## src/rtl/jt49_eg_timebase_if.sv

```systemverilog
// Register-bus and envelope-timebase signal bundle for jt49_eg_timebase.
// master drives the write strobe/data and cen; slave returns readback and timebase outputs.
interface jt49_eg_timebase_if;
    logic       cen;
    logic       wr;
    logic [1:0] addr;
    logic [7:0] din;
    logic [7:0] dout;
    logic       step;
    logic       null_period;
    logic       restart;
    logic [3:0] ctrl;

    modport master (
        output cen, wr, addr, din,
        input  dout, step, null_period, restart, ctrl
    );

    modport slave (
        input  cen, wr, addr, din,
        output dout, step, null_period, restart, ctrl
    );
endinterface

```

## src/rtl/jt49_eg_timebase.sv

```systemverilog
// Envelope timebase: period/shape registers, cen prescaler by DIV, period counter
// driving the step square wave, restart pulse on shape writes and null-period flag.
module jt49_eg_timebase #(
    parameter int unsigned DIV = 8
) (
    input  logic              clk,
    input  logic              rst_n,
    jt49_eg_timebase_if.slave bus
);
    localparam int unsigned PW = (DIV > 1) ? $clog2(DIV) : 1;
    localparam logic [PW-1:0] PMAX = PW'(DIV - 1);

    logic [15:0]   period_q, period_d;
    logic [3:0]    ctrl_q, ctrl_d;
    logic [PW-1:0] presc_q, presc_d;
    logic [15:0]   cnt_q, cnt_d;
    logic          step_q, step_d;
    logic          null_q, null_d;
    logic          restart_q, restart_d;
    logic [7:0]    dout_q, dout_d;
    logic          shape_wr;
    logic          tick;

    always_comb begin
        period_d  = period_q;
        ctrl_d    = ctrl_q;
        presc_d   = presc_q;
        cnt_d     = cnt_q;
        step_d    = step_q;
        shape_wr  = bus.wr && (bus.addr == 2'd2);
        tick      = bus.cen && (presc_q == PMAX);
        restart_d = shape_wr;

        // Readback samples the registers before this clk's write lands.
        case (bus.addr)
            2'd0:    dout_d = period_q[7:0];
            2'd1:    dout_d = period_q[15:8];
            2'd2:    dout_d = {4'h0, ctrl_q};
            default: dout_d = 8'h00;
        endcase

        if (bus.wr) begin
            case (bus.addr)
                2'd0:    period_d[7:0]  = bus.din;
                2'd1:    period_d[15:8] = bus.din;
                2'd2:    ctrl_d         = bus.din[3:0];
                default: ;
            endcase
        end

        // A shape write overrides any tick or wrap scheduled for the same clk.
        if (shape_wr) begin
            presc_d = '0;
            cnt_d   = '0;
            step_d  = 1'b0;
        end else if (bus.cen) begin
            presc_d = tick ? '0 : presc_q + 1'b1;
            if (tick) begin
                if (period_q == '0) begin
                    cnt_d = '0;
                end else if (cnt_q >= period_q - 16'd1) begin
                    cnt_d  = '0;
                    step_d = ~step_q;
                end else begin
                    cnt_d = cnt_q + 16'd1;
                end
            end
        end

        null_d = (period_d == '0);
    end

    always_ff @(posedge clk or negedge rst_n) begin
        if (!rst_n) begin
            period_q  <= '0;
            ctrl_q    <= '0;
            presc_q   <= '0;
            cnt_q     <= '0;
            step_q    <= 1'b0;
            null_q    <= 1'b1;
            restart_q <= 1'b0;
            dout_q    <= '0;
        end else begin
            period_q  <= period_d;
            ctrl_q    <= ctrl_d;
            presc_q   <= presc_d;
            cnt_q     <= cnt_d;
            step_q    <= step_d;
            null_q    <= null_d;
            restart_q <= restart_d;
            dout_q    <= dout_d;
        end
    end

    assign bus.dout        = dout_q;
    assign bus.step        = step_q;
    assign bus.null_period = null_q;
    assign bus.restart     = restart_q;
    assign bus.ctrl        = ctrl_q;
endmodule

```

## src/flat_wrapper.sv

```systemverilog
// flat-port wrapper written by rule: the top's interface ports become plain ports
module jt49_eg_timebase_flat 
#(
    parameter int unsigned DIV = 8
)
  (clk, rst_n, bus_cen, bus_wr, bus_addr, bus_din, bus_dout, bus_step, bus_null_period, bus_restart, bus_ctrl);
  jt49_eg_timebase_if bus_i ();
  input  logic clk;
  input  logic rst_n;
  input wire logic [$bits(bus_i.cen)-1:0] bus_cen;
  input wire logic [$bits(bus_i.wr)-1:0] bus_wr;
  input wire logic [$bits(bus_i.addr)-1:0] bus_addr;
  input wire logic [$bits(bus_i.din)-1:0] bus_din;
  output wire logic [$bits(bus_i.dout)-1:0] bus_dout;
  output wire logic [$bits(bus_i.step)-1:0] bus_step;
  output wire logic [$bits(bus_i.null_period)-1:0] bus_null_period;
  output wire logic [$bits(bus_i.restart)-1:0] bus_restart;
  output wire logic [$bits(bus_i.ctrl)-1:0] bus_ctrl;
  assign bus_i.cen = bus_cen;
  assign bus_i.wr = bus_wr;
  assign bus_i.addr = bus_addr;
  assign bus_i.din = bus_din;
  assign bus_dout = bus_i.dout;
  assign bus_step = bus_i.step;
  assign bus_null_period = bus_i.null_period;
  assign bus_restart = bus_i.restart;
  assign bus_ctrl = bus_i.ctrl;
  jt49_eg_timebase #(.DIV(DIV)) u_core (.clk(clk), .rst_n(rst_n), .bus(bus_i));
endmodule
```

## config.mk

```make
export PLATFORM = sky130hd
export DESIGN_NAME = jt49_eg_timebase_flat
export DESIGN_NICKNAME = d
export VERILOG_FILES = /design/src/rtl/jt49_eg_timebase_if.sv /design/src/rtl/jt49_eg_timebase.sv /design/src/flat_wrapper.sv
export SDC_FILE = /design/constraint.sdc
export NUM_CORES = 1
export LEC_CHECK = 0
export CORE_ASPECT_RATIO = 0.8
export CORE_UTILIZATION = 65
export CTS_CLUSTER_DIAMETER = 60
export DETAILED_ROUTE_END_ITERATION = 10
export DONT_BUFFER_PORTS = 1
export HOLD_SLACK_MARGIN = 0.08
export MAX_ROUTING_LAYER = met4
export PLACE_DENSITY = 0.78
export SYNTH_ARGS = -nofsm -noshare
export SYNTH_HDL_FRONTEND = slang
export SYNTH_SLANG_ARGS = --single-unit
```

## constraint.sdc

```tcl
create_clock -name clk -period 5.1 [get_ports clk]
set_input_delay 1.02 -clock clk [delete_from_list [all_inputs] [get_ports clk]]
set_output_delay 1.02 -clock clk [all_outputs]
set_load 0.01 [all_outputs]
```

==> qor.yml <==
status:
  status: "finished clean"
clock_network:
  post_cts_resized: 0
  cts_inserted_buffers: 5
  cts_tree: "built"
  cts.sinks: 50
  clk_pin_slew_ns: 0.09
  root_buffer: "clkbuf_8"
  cts_hold_buf: 0
  insertion_delay_ns: 0.31
  post_cts_buffers: 0
  clockBufferDepth: 2
  htree_num_levels: 2
worst_setup_path:
  r2r_setup_slack_ns: 1.11
  worst_ep_required_time_ns: 5.28
  cp_max_fo: 11
  cp-endpoint: "u_core.cnt_q[8]$_DFFE_PN0P_"
  startpoint: "u_core.period_q[9]$_DFF_PN0_"
  critPathKind: "reg -> reg"
  crit_path_end_kind: "flop"
  r2r-end: "u_core.cnt_q[8]$_DFFE_PN0P_"
  start_kind: "flop"
  reg2reg_from: "u_core.period_q[9]$_DFF_PN0_"
  worstPathArrival_ns: 4.17
  r2r_cells: 12
detailed_routing:
  vias_per_cell: 6.00
  wl_um: 5890
  route.detailed.drc: 0
  antenna_left: 0
  drt_iter0_drc: 226
  vias: 2015
  dr.pass1.iters: 4
  wl_per_cell_um: 17.5
final_layout:
  layout-drive-gt1-share: 0.107
  area_growth_pct: 6.02
  fin_cells: 336
  fillers: 294
  nNetsFinal: 314
  antenna_cells: 0
timing:
  worstMarginPinSlew_ns: 0.654
  relSlewSlack: 0.564
  hold_viol_final: 0
  period_share: 0.783
  fin_worst_skew_ns: 0.00686
  slew_violations: 0
  rsz0062_at_grt: "no"
  min_period_ns: 3.99
  finalSetupTns_ns: 0
  max_freq_ghz: 0.250
  setup_viol: 0
  holdWs_ns: 0.392
synth:
  yosys-top-cells-area: "dfrtp_1 (44%), ha_1 (9.0%), mux2_2 (5.7%)"
  synthArstFlopShare: 1.00
  ys.warnings.count: 0
  yosys.area.top_type: "dfrtp_1"
  synth-seq-cells: 50
  syn_area_per_cell_um2: 10.1
  yosysUniqueCellTypes: 40
  netlist_area_mm2: 0.00278
  synth_edf_count: 0
  synthFlopType: "dfrtp_1"
  syn-num-nets: 310
  yosysSeqAreaShare: 0.450
  yosys.cell_count.top_type: "dfrtp_1"
  synthDominantCellAreaShare: 0.440
  yosys-top-cells-count: "dfrtp_1 (49), nand2_1 (39), nor2_1 (28)"
  netlist_instances: 276
floorplan:
  io-pin-count: 29
  rows: 20
  initial_utilization: 0.704
  die_h_um: 60.5
  die_w_um: 75.2
  core_area_mm2: 0.00395
  dieArea_mm2: 0.00455
global_routing:
  grt_pass1_vias: 1854
  grt_overflow: 0
  antenna_found_initial: 0
  grt_max_degree: 51
  grtUsageTotal: 0.294
  grt_pass1_wl_um: 9230
hold_path:
  hp-class: "in -> async"
placed_design:
  dp_hpwl_um: 4320
  dp_cells: 328
  io_buffer_count: 0
  gp_congestion: 0.839
power_and_ir_drop:
  leakage_nw: 1.35
  powerDensity_mw_per_mm2: 353
  ir_drop_mv: 0.378
job:
  maxCapViolCount: 0
==> placed cells by master, fill, tap and decap left out, types with 2 or more instances in the layout <==
master / n
a21oi_1: 10
a22o_1: 3
a31o_1: 2
and2_4: 2
and3_1: 6
and4_1: 2
buf_4: 2
clkbuf_8: 5
dfrtp_1: 49
ha_1: 20
inv_1: 5
mux2_2: 14
mux2i_1: 10
nand2_1: 39
nand3_1: 10
nand3b_1: 2
nand4_1: 4
nor2_1: 28
nor2b_1: 2
nor3_1: 7
nor4_1: 5
o21ai_0: 10
or4_4: 2
xnor2_1: 11
xor2_1: 13
==> state kept, by name, summed over array words and instances (netlist names) <==
| register | cells |
|---|---|
| u_core.bus.ctrl | 4 |
| u_core.bus.dout | 8 |
| u_core.bus.null_period | 1 |
| u_core.bus.restart | 1 |
| u_core.bus.step | 1 |
| u_core.cnt_q | 16 |
| u_core.period_q | 16 |
| u_core.presc_q | 3 |
==> metrics by stage <==
step                utilization  cell area, um^2  total power [mW]  setup WS [ns]
floorplan                     -             2780             0.707           1.70
global placement          0.719             2840             0.752           1.46
detailed placement        0.719             2840             0.767           1.31
CTS                       0.747             2950              1.04           1.20
global route              0.747             2950              1.10          0.921
finish                    0.747             2950              1.04           1.11
==> worst min-delay path by stage <==
stage / from / endpoint / slack, ns
3_3_place_gp: u_core.presc_q[1]$_DFFE_PN0N_ / u_core.presc_q[1]$_DFFE_PN0N_ / 0.51
2_1_floorplan: u_core.presc_q[1]$_DFFE_PN0N_ / u_core.presc_q[1]$_DFFE_PN0N_ / 0.49
5_1_grt: rst_n / u_core.cnt_q[11]$_DFFE_PN0P_ / 0.39
4_1_cts: rst_n / u_core.bus.dout[5]$_DFF_PN0_ / 0.40
3_5_place_dp: u_core.cnt_q[2]$_DFFE_PN0P_ / u_core.cnt_q[2]$_DFFE_PN0P_ / 0.54
6_report: rst_n / u_core.bus.dout[5]$_DFF_PN0_ / 0.39
==> where the power goes <==
group	switching (mW)	leakage, nW	internal (mW)
combinational	0.116	0.661	0.111
sequential	0.0778	0.638	0.458
clock	0.132	0.0514	0.146
total	0.326	1.35	0.716
==> worst max-delay path, stage by stage (launching register included) <==
cell and delay [ns]:
dfrtp_1 0.46, or4_4 0.57, or3_4 0.35, nor2_1 0.09, nand2_1 0.07, xor2_1 0.15, ha_1 0.29, nand2_1 0.10
nor4_1 0.60, o41ai_1 0.20, o311a_1 0.47, a21oi_2 0.42, nor2_1 0.10
==> routing by layer <==
layer | up-vias | part of all wire | track usage
met5 | - | 0 | -
li1 | 979 | - | -
met4 | 0 | 0.016 | 0.0847
met3 | 13 | 0.060 | 0.0581
met1 | 958 | 0.47 | 0.412
met2 | 65 | 0.45 | 0.438
==> cells by family (layout without fill, tap and decap cells) <==
family                   after synthesis  after routing  share of synthesized area
buffers and inverters                 11             16                     0.0175
AND/OR/NAND/NOR                      113            113                      0.196
flip-flops                            50             50                      0.450
adder cells (fa/ha/maj)               20             20                     0.0899
AO/OA/AOI/OAI                         34             34                     0.0782
XOR/XNOR                              24             24                     0.0755
multiplexers                          24             24                     0.0926
==> layout make-up <==
type	instances	area, um^2	area share
well taps	55	68.8	0.0233
inverters	6	22.5	0.00763
repair buffers	2	15.0	0.00509
multi-input cells	215	1480	0.502
clock buffers	6	72.6	0.0246
flip-flops and latches	50	1250	0.424
clock inverters	2	37.5	0.0127
(Power assumes the default switching activity.)
